<file path="src/rtl/iram_loader.sv">
// Byte-stream to AXI4-Lite write master: packs bytes little-endian into words
// and writes them to consecutive word addresses of an instruction RAM window.
module iram_loader #(
    parameter logic [31:0] BASE_ADDR   = 32'h0000_0000,
    parameter int          LIMIT_BYTES = 16384
) (
    input  logic        clk,
    input  logic        rst,
    input  logic [7:0]  byte_i,
    input  logic        byte_valid_i,
    output logic        byte_ready_o,
    input  logic        flush_i,
    input  logic        restart_i,
    output logic [31:0] m_axi_awaddr,
    output logic [2:0]  m_axi_awprot,
    output logic        m_axi_awvalid,
    input  logic        m_axi_awready,
    output logic [31:0] m_axi_wdata,
    output logic [3:0]  m_axi_wstrb,
    output logic        m_axi_wvalid,
    input  logic        m_axi_wready,
    input  logic [1:0]  m_axi_bresp,
    input  logic        m_axi_bvalid,
    output logic        m_axi_bready,
    output logic [15:0] word_cnt_o,
    output logic        busy_o,
    output logic        err_o,
    output logic        ovf_o
);

    localparam logic [1:0] ST_COLLECT = 2'd0;
    localparam logic [1:0] ST_WRITE   = 2'd1;
    localparam logic [1:0] ST_RESP    = 2'd2;

    // One past the last loadable byte; 33 bits so a window ending at 4 GiB still compares correctly.
    localparam logic [32:0] END_ADDR = {1'b0, BASE_ADDR} + 33'(LIMIT_BYTES);

    logic [1:0]  state_r;
    logic [2:0]  byte_cnt_r;
    logic [31:0] buf_r;
    logic [31:0] addr_r;
    logic [3:0]  wstrb_r;
    logic        awvalid_r;
    logic        wvalid_r;
    logic        bready_r;
    logic        byte_ready_r;
    logic        aw_done_r;
    logic        w_done_r;
    logic [15:0] word_cnt_r;
    logic        err_r;
    logic        ovf_r;

    logic        accept_s;
    logic [31:0] next_buf_s;
    logic [2:0]  next_cnt_s;
    logic        trigger_s;
    logic        in_window_s;
    logic        aw_fin_s;
    logic        w_fin_s;

    function automatic logic [3:0] lane_strobe(input logic [2:0] cnt);
        logic [3:0] strb;
        case (cnt)
            3'd1:    strb = 4'h1;
            3'd2:    strb = 4'h3;
            3'd3:    strb = 4'h7;
            default: strb = 4'hF;
        endcase
        return strb;
    endfunction

    assign accept_s    = byte_valid_i & byte_ready_r;
    assign trigger_s   = (next_cnt_s == 3'd4) | (flush_i & (next_cnt_s != 3'd0));
    assign in_window_s = ({1'b0, addr_r} < END_ADDR);
    assign aw_fin_s    = aw_done_r | (awvalid_r & m_axi_awready);
    assign w_fin_s     = w_done_r | (wvalid_r & m_axi_wready);

    // Buffer and lane count as they would be after this cycle's byte is taken.
    always_comb begin
        next_buf_s = buf_r;
        next_cnt_s = byte_cnt_r;
        if (accept_s) begin
            next_buf_s = buf_r | ({24'h00_0000, byte_i} << {byte_cnt_r[1:0], 3'b000});
            next_cnt_s = byte_cnt_r + 3'd1;
        end else begin
            next_buf_s = buf_r;
            next_cnt_s = byte_cnt_r;
        end
    end

    // Collect / write / response sequencing with all outputs registered.
    always_ff @(posedge clk or posedge rst) begin
        if (rst) begin
            state_r      <= ST_COLLECT;
            byte_cnt_r   <= 3'd0;
            buf_r        <= 32'h0000_0000;
            addr_r       <= BASE_ADDR;
            wstrb_r      <= 4'h0;
            awvalid_r    <= 1'b0;
            wvalid_r     <= 1'b0;
            bready_r     <= 1'b0;
            byte_ready_r <= 1'b0;
            aw_done_r    <= 1'b0;
            w_done_r     <= 1'b0;
            word_cnt_r   <= 16'h0000;
            err_r        <= 1'b0;
            ovf_r        <= 1'b0;
        end else begin
            case (state_r)
                ST_COLLECT: begin
                    if (restart_i) begin
                        addr_r       <= BASE_ADDR;
                        word_cnt_r   <= 16'h0000;
                        err_r        <= 1'b0;
                        ovf_r        <= 1'b0;
                        byte_cnt_r   <= 3'd0;
                        buf_r        <= 32'h0000_0000;
                        byte_ready_r <= 1'b1;
                    end else if (trigger_s && in_window_s) begin
                        state_r      <= ST_WRITE;
                        buf_r        <= next_buf_s;
                        byte_cnt_r   <= next_cnt_s;
                        wstrb_r      <= lane_strobe(next_cnt_s);
                        awvalid_r    <= 1'b1;
                        wvalid_r     <= 1'b1;
                        aw_done_r    <= 1'b0;
                        w_done_r     <= 1'b0;
                        byte_ready_r <= 1'b0;
                    end else if (trigger_s) begin
                        // Word lies beyond the window: drop it, keep addr and count.
                        ovf_r        <= 1'b1;
                        buf_r        <= 32'h0000_0000;
                        byte_cnt_r   <= 3'd0;
                        byte_ready_r <= 1'b1;
                    end else begin
                        buf_r        <= next_buf_s;
                        byte_cnt_r   <= next_cnt_s;
                        byte_ready_r <= 1'b1;
                    end
                end
                ST_WRITE: begin
                    byte_ready_r <= 1'b0;
                    if (awvalid_r && m_axi_awready) begin
                        awvalid_r <= 1'b0;
                        aw_done_r <= 1'b1;
                    end
                    if (wvalid_r && m_axi_wready) begin
                        wvalid_r <= 1'b0;
                        w_done_r <= 1'b1;
                    end
                    if (aw_fin_s && w_fin_s) begin
                        state_r  <= ST_RESP;
                        bready_r <= 1'b1;
                    end
                end
                ST_RESP: begin
                    if (m_axi_bvalid && bready_r) begin
                        if (m_axi_bresp != 2'b00) begin
                            err_r <= 1'b1;
                        end
                        // A failed word is skipped, never retried.
                        addr_r       <= addr_r + 32'd4;
                        word_cnt_r   <= word_cnt_r + 16'd1;
                        buf_r        <= 32'h0000_0000;
                        byte_cnt_r   <= 3'd0;
                        bready_r     <= 1'b0;
                        byte_ready_r <= 1'b1;
                        state_r      <= ST_COLLECT;
                    end else begin
                        byte_ready_r <= 1'b0;
                    end
                end
                default: begin
                    state_r      <= ST_COLLECT;
                    awvalid_r    <= 1'b0;
                    wvalid_r     <= 1'b0;
                    bready_r     <= 1'b0;
                    byte_ready_r <= 1'b0;
                end
            endcase
        end
    end

    assign byte_ready_o  = byte_ready_r;
    assign m_axi_awaddr  = addr_r;
    assign m_axi_awprot  = 3'b000;
    assign m_axi_awvalid = awvalid_r;
    assign m_axi_wdata   = buf_r;
    assign m_axi_wstrb   = wstrb_r;
    assign m_axi_wvalid  = wvalid_r;
    assign m_axi_bready  = bready_r;
    assign word_cnt_o    = word_cnt_r;
    assign err_o         = err_r;
    assign ovf_o         = ovf_r;
    assign busy_o        = (state_r != ST_COLLECT) | (byte_cnt_r != 3'd0);

endmodule

</file>
<file path="config.mk">
export PLATFORM = sky130hd
export DESIGN_NAME = iram_loader
export DESIGN_NICKNAME = d
export VERILOG_FILES = /design/src/rtl/iram_loader.sv
export SDC_FILE = /design/constraint.sdc
export NUM_CORES = 1
export LEC_CHECK = 0
export ABC_AREA = 1
export ABC_CLOCK_PERIOD_IN_PS = 5500
export CAP_MARGIN = 20
export CORE_ASPECT_RATIO = 1.75
export CORE_MARGIN = 2
export CORE_UTILIZATION = 50
export CTS_CLUSTER_DIAMETER = 150
export CTS_CLUSTER_SIZE = 12
export DETAILED_ROUTE_END_ITERATION = 16
export PLACE_DENSITY = 0.84
export SETUP_SLACK_MARGIN = 0.02
export SLEW_MARGIN = 10
export SYNTH_ARGS = -nofsm -noshare
export SYNTH_HDL_FRONTEND = slang
export SYNTH_SLANG_ARGS = --single-unit
</file>
<file path="constraint.sdc">
create_clock -name clk -period 5.5 [get_ports clk]
set_input_delay 1.1 -clock clk [delete_from_list [all_inputs] [get_ports clk]]
set_output_delay 1.1 -clock clk [all_outputs]
set_load 0.03 [all_outputs]
</file>
==> impl_metrics.csv, run 1 <==
group,metric,value,unit
routing,drt_iter0_markers,394,
critical_path,required,5.78,ns
cts,postCtsHoldBufs,0,
routing,wire_per_inst,16.0,um
cells_and_area,layout_common_cells,"nand2_1, clkdlybuf4s50_1, dfrtp_1",
grt,grt_pass1_wl,23400,um
placement,dp_hpwl,10500,um
pwr,p_leak,2.94,nW
outcome,status,"finished, final reports clean",
pwr,power_frac_comb,38.9,%
cts,cts_tree,"done",
routing,dr.pass1.iters,5,
sta,setup_viol,0,
pwr,p_int,1.51,mW
die,die_h,140,um
pwr,irDropWorstVdd,0.000235,V
logic_synthesis,synth-edff-count,0,
cts,clockRootBuffer,"clkbuf_16",
sta,fin_tns_setup,0,ns
cts,clk_latency,0.35,ns
grt,grt_overflow,0,
die,fp-row-count,49,
sta,finalWorstSetupSlack,2.43,ns
logic_synthesis,synth_warnings,0,
cells_and_area,synthToLayoutAreaGrowth,27.5,%
critical_path,path_class,"primary input to flop",
logic_synthesis,synth_flop_cell,"dfrtp_1",
sta,max_freq,0.326,GHz
routing,totalWireLength,14500,um
sta,max_slew.worst_pin.slew,0.917,ns
sta,hold_viol,0,
cts,cts.sinks,95,
flow_run,maxCapViolations,0,
cells_and_area,postLayoutCoreUtil,65.2,%
routing,post_drt_via_cell_ratio,5.53,
grt,grt_max_degree,51,
cells_and_area,final_common_cell,"nand2_1",
die,die_w,81.6,um
logic_synthesis,ys_async_sr_fraction,100,%
sta,fin_skew,0.00842,ns
placement,routabilityCongestion,0.978,
grt,antenna_found_initial,0,
min_path,hold_path.class,"flop to flop",
critical_path,cp_data_arrival_time,3.35,ns
grt,grt_usage,26.0,%
critical_path,cp-start-kind,"primary input",
cts,path_clk_slew,0.07,ns
logic_synthesis,seq_area_frac_synth,45.1,%
die,ios,112,
cts,cts_buffers,9,
logic_synthesis,ys_types,38,
die,core,10300,um2
cells_and_area,antenna_cells,0,
logic_synthesis,ys_ff_latch,95,
critical_path,cp_max_fo,30,
die,dieArea,11400,um2
cts,post_cts_buffers,0,
cts,cts.repair.resized,0,
sta,finalMaxSlewViolations,0,
sta,post-route-period-util,55.8,%
placement,pre_cts_ws,2.16,ns
cells_and_area,nFillCells,844,
logic_synthesis,netlist_area,5270,um2
cts,h-tree-depth,3,
cells_and_area,drive_above_1_share,9.86,%
placement,numPortBuffers,106,
grt,grt_pass1_vias,5132,
routing,ant_nets,0,
sta,min_period,3.07,ns
logic_synthesis,syn_inst,674,
logic_synthesis,synth_area_per_cell,7.82,um2
sta,rsz0062_at_grt,"no",
pwr,powerDensity,384,nW/um2
pwr,switching_share,41.6,%
critical_path,end_kind,"flop",
die,start_util,51.1,%
cells_and_area,nets,798,
pwr,clock_power_share,27.4,%
routing,drc,0,
pwr,switchingPower,1.07,mW
pwr,seq_power_share,33.7,%
cts,ctsLongestPathBuffers,2,
sta,slew_headroom,38.9,%
routing,vias,5021,
-- routing by layer --
metal  vias to the layer above  part of all wire [%]  GRT usage (%)
li1                       2389                     -              -
met1                      2366                    37           28.9
met2                       212                    53           46.1
met3                        54                   5.4           4.09
met4                         0                   4.3           13.3
met5                         -                     0              0
-- worst paths after layout --
kind,startpoint,cells past startpoint,slack (ns),to
max in group asynchronous,rst,3,3.14,m_axi_wdata[9]
min in group asynchronous,rst,2,1.23,m_axi_wdata[27]
worst min register to register,m_axi_wstrb[0],2,0.47,m_axi_wstrb[0]
worst min-delay path,m_axi_wstrb[0],2,0.47,m_axi_wstrb[0]
worst max-delay path,restart_i,9,2.43,m_axi_awaddr[21]
worst max register to register,state_r[0],9,3.07,m_axi_awaddr[21]
-- state kept, by name, indices dropped and copies added (netlist names), 2 cells and up --
register,cells
m_axi_wdata,32
m_axi_awaddr,30
word_cnt_o,16
m_axi_wstrb,4
byte_cnt_r,3
state_r,2
-- cell usage after synthesis, types with 15 or more instances --
master / n / area share (%)
nor3_1: 19 / 1.8
a21oi_2: 30 / 5.0
nand4_1: 17 / 2.0
nand3_1: 35 / 3.3
o21ai_0: 20 / 1.9
a31oi_1: 21 / 2.5
dfrtp_1: 95 / 45
nand2_1: 162 / 12
nor2_1: 79 / 5.6
a21oi_1: 27 / 2.6
inv_1: 83 / 5.9
o21bai_1: 15 / 2.1
-- final cells by class --
type                    instances  area, um2  share of cell area (%)
multi-input cells             473       2430                    36.2
flip-flops and latches         95       2380                    35.4
repair buffers                108       1080                    16.0
inverters                      89        335                    4.99
clock buffers                  10        239                    3.56
well taps                     127        159                    2.37
clock inverters                 6       97.6                    1.45
-- stage by stage --
step	hold slack, ns	instance area (um2)	total power [mW]	cells
2_1_floorplan	0.465	5280	1.58	678
3_3_place_gp	0.451	6380	1.85	892
3_5_place_dp	0.459	6380	1.88	892
4_1_cts	0.477	6720	2.58	908
5_1_grt	0.524	6720	2.71	908
6_report	0.467	6720	2.58	908
-- critical path, cell delays in order --
cell	delay (ns)
clkdlybuf4s50_1	0.57
nand2_2	0.37
nand2_4	0.44
inv_2	0.21
nor3_2	0.26
nand2_1	0.12
nand2_1	0.09
nand2_1	0.05
nor2_1	0.12
-- cell families after synthesis --
kind of cell / synth area share [%]
adder cells (fa/ha/maj): 0.950
flip-flops: 45.1
buffers and inverters: 8.98
AO/OA/AOI/OAI: 15.5
XOR/XNOR: 0.333
other: 0.0712
AND/OR/NAND/NOR: 29.0
-- power by group through the flow --
stage,clock (mW),sequential (mW),combinational (mW)
after detailed placement,0,0.883,0.993
after global routing,0.746,0.880,1.08
after global placement,0,0.878,0.971
after floorplan,0,1.02,0.560
after CTS,0.709,0.870,0.999
final,0.706,0.870,1.00
Power figures use the tool's default switching activity.
==> run 2: changes to the inputs <==
ABC_CLOCK_PERIOD_IN_PS = 3050   (was 5500)
clock period = 3.05 ns   (was 5.5 ns; I/O delays follow)
==> run 2 against run 1 <==
Against the previous run: final cell count grew 0.44%; flip-flop and latch count stayed put; critical path depth down 5; critical endpoint is now busy_o; largest cell class unchanged; highest routed layer unchanged.
==> impl_metrics.csv, run 2 (same netlist as run 1, synthesis figures left out) <==
group,metric,value,unit
routing,totalWireLength,14300,um
sta,fin_skew,0.00666,ns
routing,post_drt_via_cell_ratio,5.47,
routing,drc,0,
sta,max_slew.worst_pin.slew,0.746,ns
critical_path,path_class,"flop to output pin",
pwr,power_frac_comb,40.7,%
pwr,p_leak,2.94,nW
grt,antenna_found_initial,0,
placement,dp_hpwl,10400,um
cts,cts.sinks,95,
cells_and_area,nets,802,
critical_path,cp_max_fo,5,
cts,cts.repair.resized,0,
critical_path,required,2.44,ns
sta,finalMaxSlewViolations,0,
cells_and_area,final_common_cell,"nand2_1",
pwr,switchingPower,1.99,mW
cts,cts_buffers,9,
die,core,10300,um2
cells_and_area,finish.instance_area,6720,um2
pwr,irDropWorstVdd,0.000493,V
routing,wire_per_inst,15.6,um
grt,gr-usage-met1,28.2,%
placement,routabilityCongestion,0.959,
cts,ctsLongestPathBuffers,2,
routing,drt_iter0_markers,277,
cells_and_area,drive_above_1_share,10.3,%
critical_path,cp-start-kind,"flop",
cells_and_area,antenna_cells,0,
critical_path,critPathTopFamily,"buffers and inverters",
die,dieArea,11400,um2
routing,ant_nets,0,
cts,clk_latency,0.35,ns
grt,grt_pass1_wl,23100,um
min_path,hold_path.class,"flop to flop",
critical_path,worstPathCellList,"inv_1, ha_1, nand3_1, clkdlybuf4s50_1",
cells_and_area,postLayoutCoreUtil,65.3,%
pwr,powerDensity,678,nW/um2
sta,max_freq,0.397,GHz
grt,grt_overflow,0,
placement,numPortBuffers,106,
critical_path,max_stage_delay,0.67,ns
grt,grt_usage,25.9,%
cells_and_area,largest_register_ffs,32,
grt,grt_max_degree,96,
cts,postCtsHoldBufs,0,
cts,cts_tree,"done",
grt,met3_usage,4.99,%
outcome,status,"finished, final reports clean",
die,die_h,140,um
sta,setup_viol,0,
routing,vias,4993,
sta,fin_tns_setup,0,ns
die,ios,112,
flow_run,maxCapViolations,0,
die,start_util,51.1,%
pwr,seq_power_share,34.5,%
sta,slew_headroom,50.2,%
pwr,switching_share,43.6,%
grt,grt_pass1_vias,4975,
critical_path,cp_data_arrival_time,1.91,ns
grt,grt_busiest_layer,"met2",
die,die_w,81.6,um
sta,post-route-period-util,82.6,%
critical_path,cp_num_buf_inv,2,
cts,post_cts_buffers,0,
placement,placed_area,6420,um2
critical_path,end_kind,"output pin",
cts,path_clk_slew,0.08,ns
critical_path,slowest_stage,"clkdlybuf4s50_1",
sta,rsz0062_at_grt,"no",
pwr,p_int,2.57,mW
pwr,power,4.56,mW
pwr,clock_power_share,24.8,%
cts,h-tree-depth,3,
grt,use_met2,46.2,%
cts,clockRootBuffer,"clkbuf_16",
cells_and_area,layout_common_cells,"nand2_1, clkdlybuf4s50_1, dfrtp_1",
sta,min_period,2.52,ns
cells_and_area,synthToLayoutAreaGrowth,27.6,%
routing,dr.pass1.iters,5,
sta,hold_viol,0,
die,fp-row-count,49,
cells_and_area,nFillCells,872,
run 2: cell count changes in the layout (fill, tap and decap cells not counted), sizes merged:
cell and change:
buf +4, inv +1, bufinv -2, clkbuf -1, clkinvlp +2
run 2: path summary, 6_finish.rpt:
| kind | slack (ns) | startpoint | cells after the start | to |
|---|---|---|---|---|
| worst max-delay path | 0.53 | byte_cnt_r[1] | 4 | busy_o |
| worst min-delay path | 0.49 | m_axi_wstrb[0] | 2 | m_axi_wstrb[0] |
| worst max register to register | 0.72 | byte_cnt_r[1] | 11 | m_axi_wdata[1] |
| worst min register to register | 0.49 | m_axi_wstrb[0] | 2 | m_axi_wstrb[0] |
| max in group asynchronous | 1.89 | rst | 3 | word_cnt_o[8] |
| min in group asynchronous | 0.71 | rst | 3 | byte_cnt_r[1] |
run 2: stage by stage:
step | hold slack, ns | std cells | setup WS (ns)
2_1_floorplan | 0.465 | 678 | 1.25
3_3_place_gp | 0.449 | 896 | 0.474
3_5_place_dp | 0.467 | 896 | 0.377
4_1_cts | 0.492 | 912 | 0.520
5_1_grt | 0.515 | 912 | 0.440
6_report | 0.489 | 912 | 0.532
run 2: area by class of cell:
class	instances	area (um2)	area share, %
inverter	89	338	5.03
tap	127	159	2.36
clock buffer	9	225	3.35
clock inverter	7	72.6	1.08
sequential	95	2380	35.4
multi-input combinational	473	2430	36.2
timing repair buffer	112	1120	16.6
run 2: worst min-delay path, cell delays in order (launching register included):
cell and delay, ns:
dfrtp_1 0.36, inv_1 0.04, nand2_1 0.05
run 2: power by group through the flow:
| stage | Combinational [mW] | Clock (mW) | Sequential [mW] |
|---|---|---|---|
| after floorplan | 1.01 | 0 | 1.84 |
| after global placement | 1.80 | 0 | 1.58 |
| after detailed placement | 1.85 | 0 | 1.60 |
| after CTS | 1.85 | 1.15 | 1.57 |
| after global routing | 2.00 | 1.20 | 1.59 |
| final | 1.85 | 1.13 | 1.57 |
run 2: per-layer routing:
| layer | part of all wire (%) | routed length [um] |
|---|---|---|
| met2 | 54 | 7720 |
| met4 | 4.1 | 588 |
| met5 | 0 | 0 |
| met3 | 5.0 | 716 |
| met1 | 37 | 5230 |
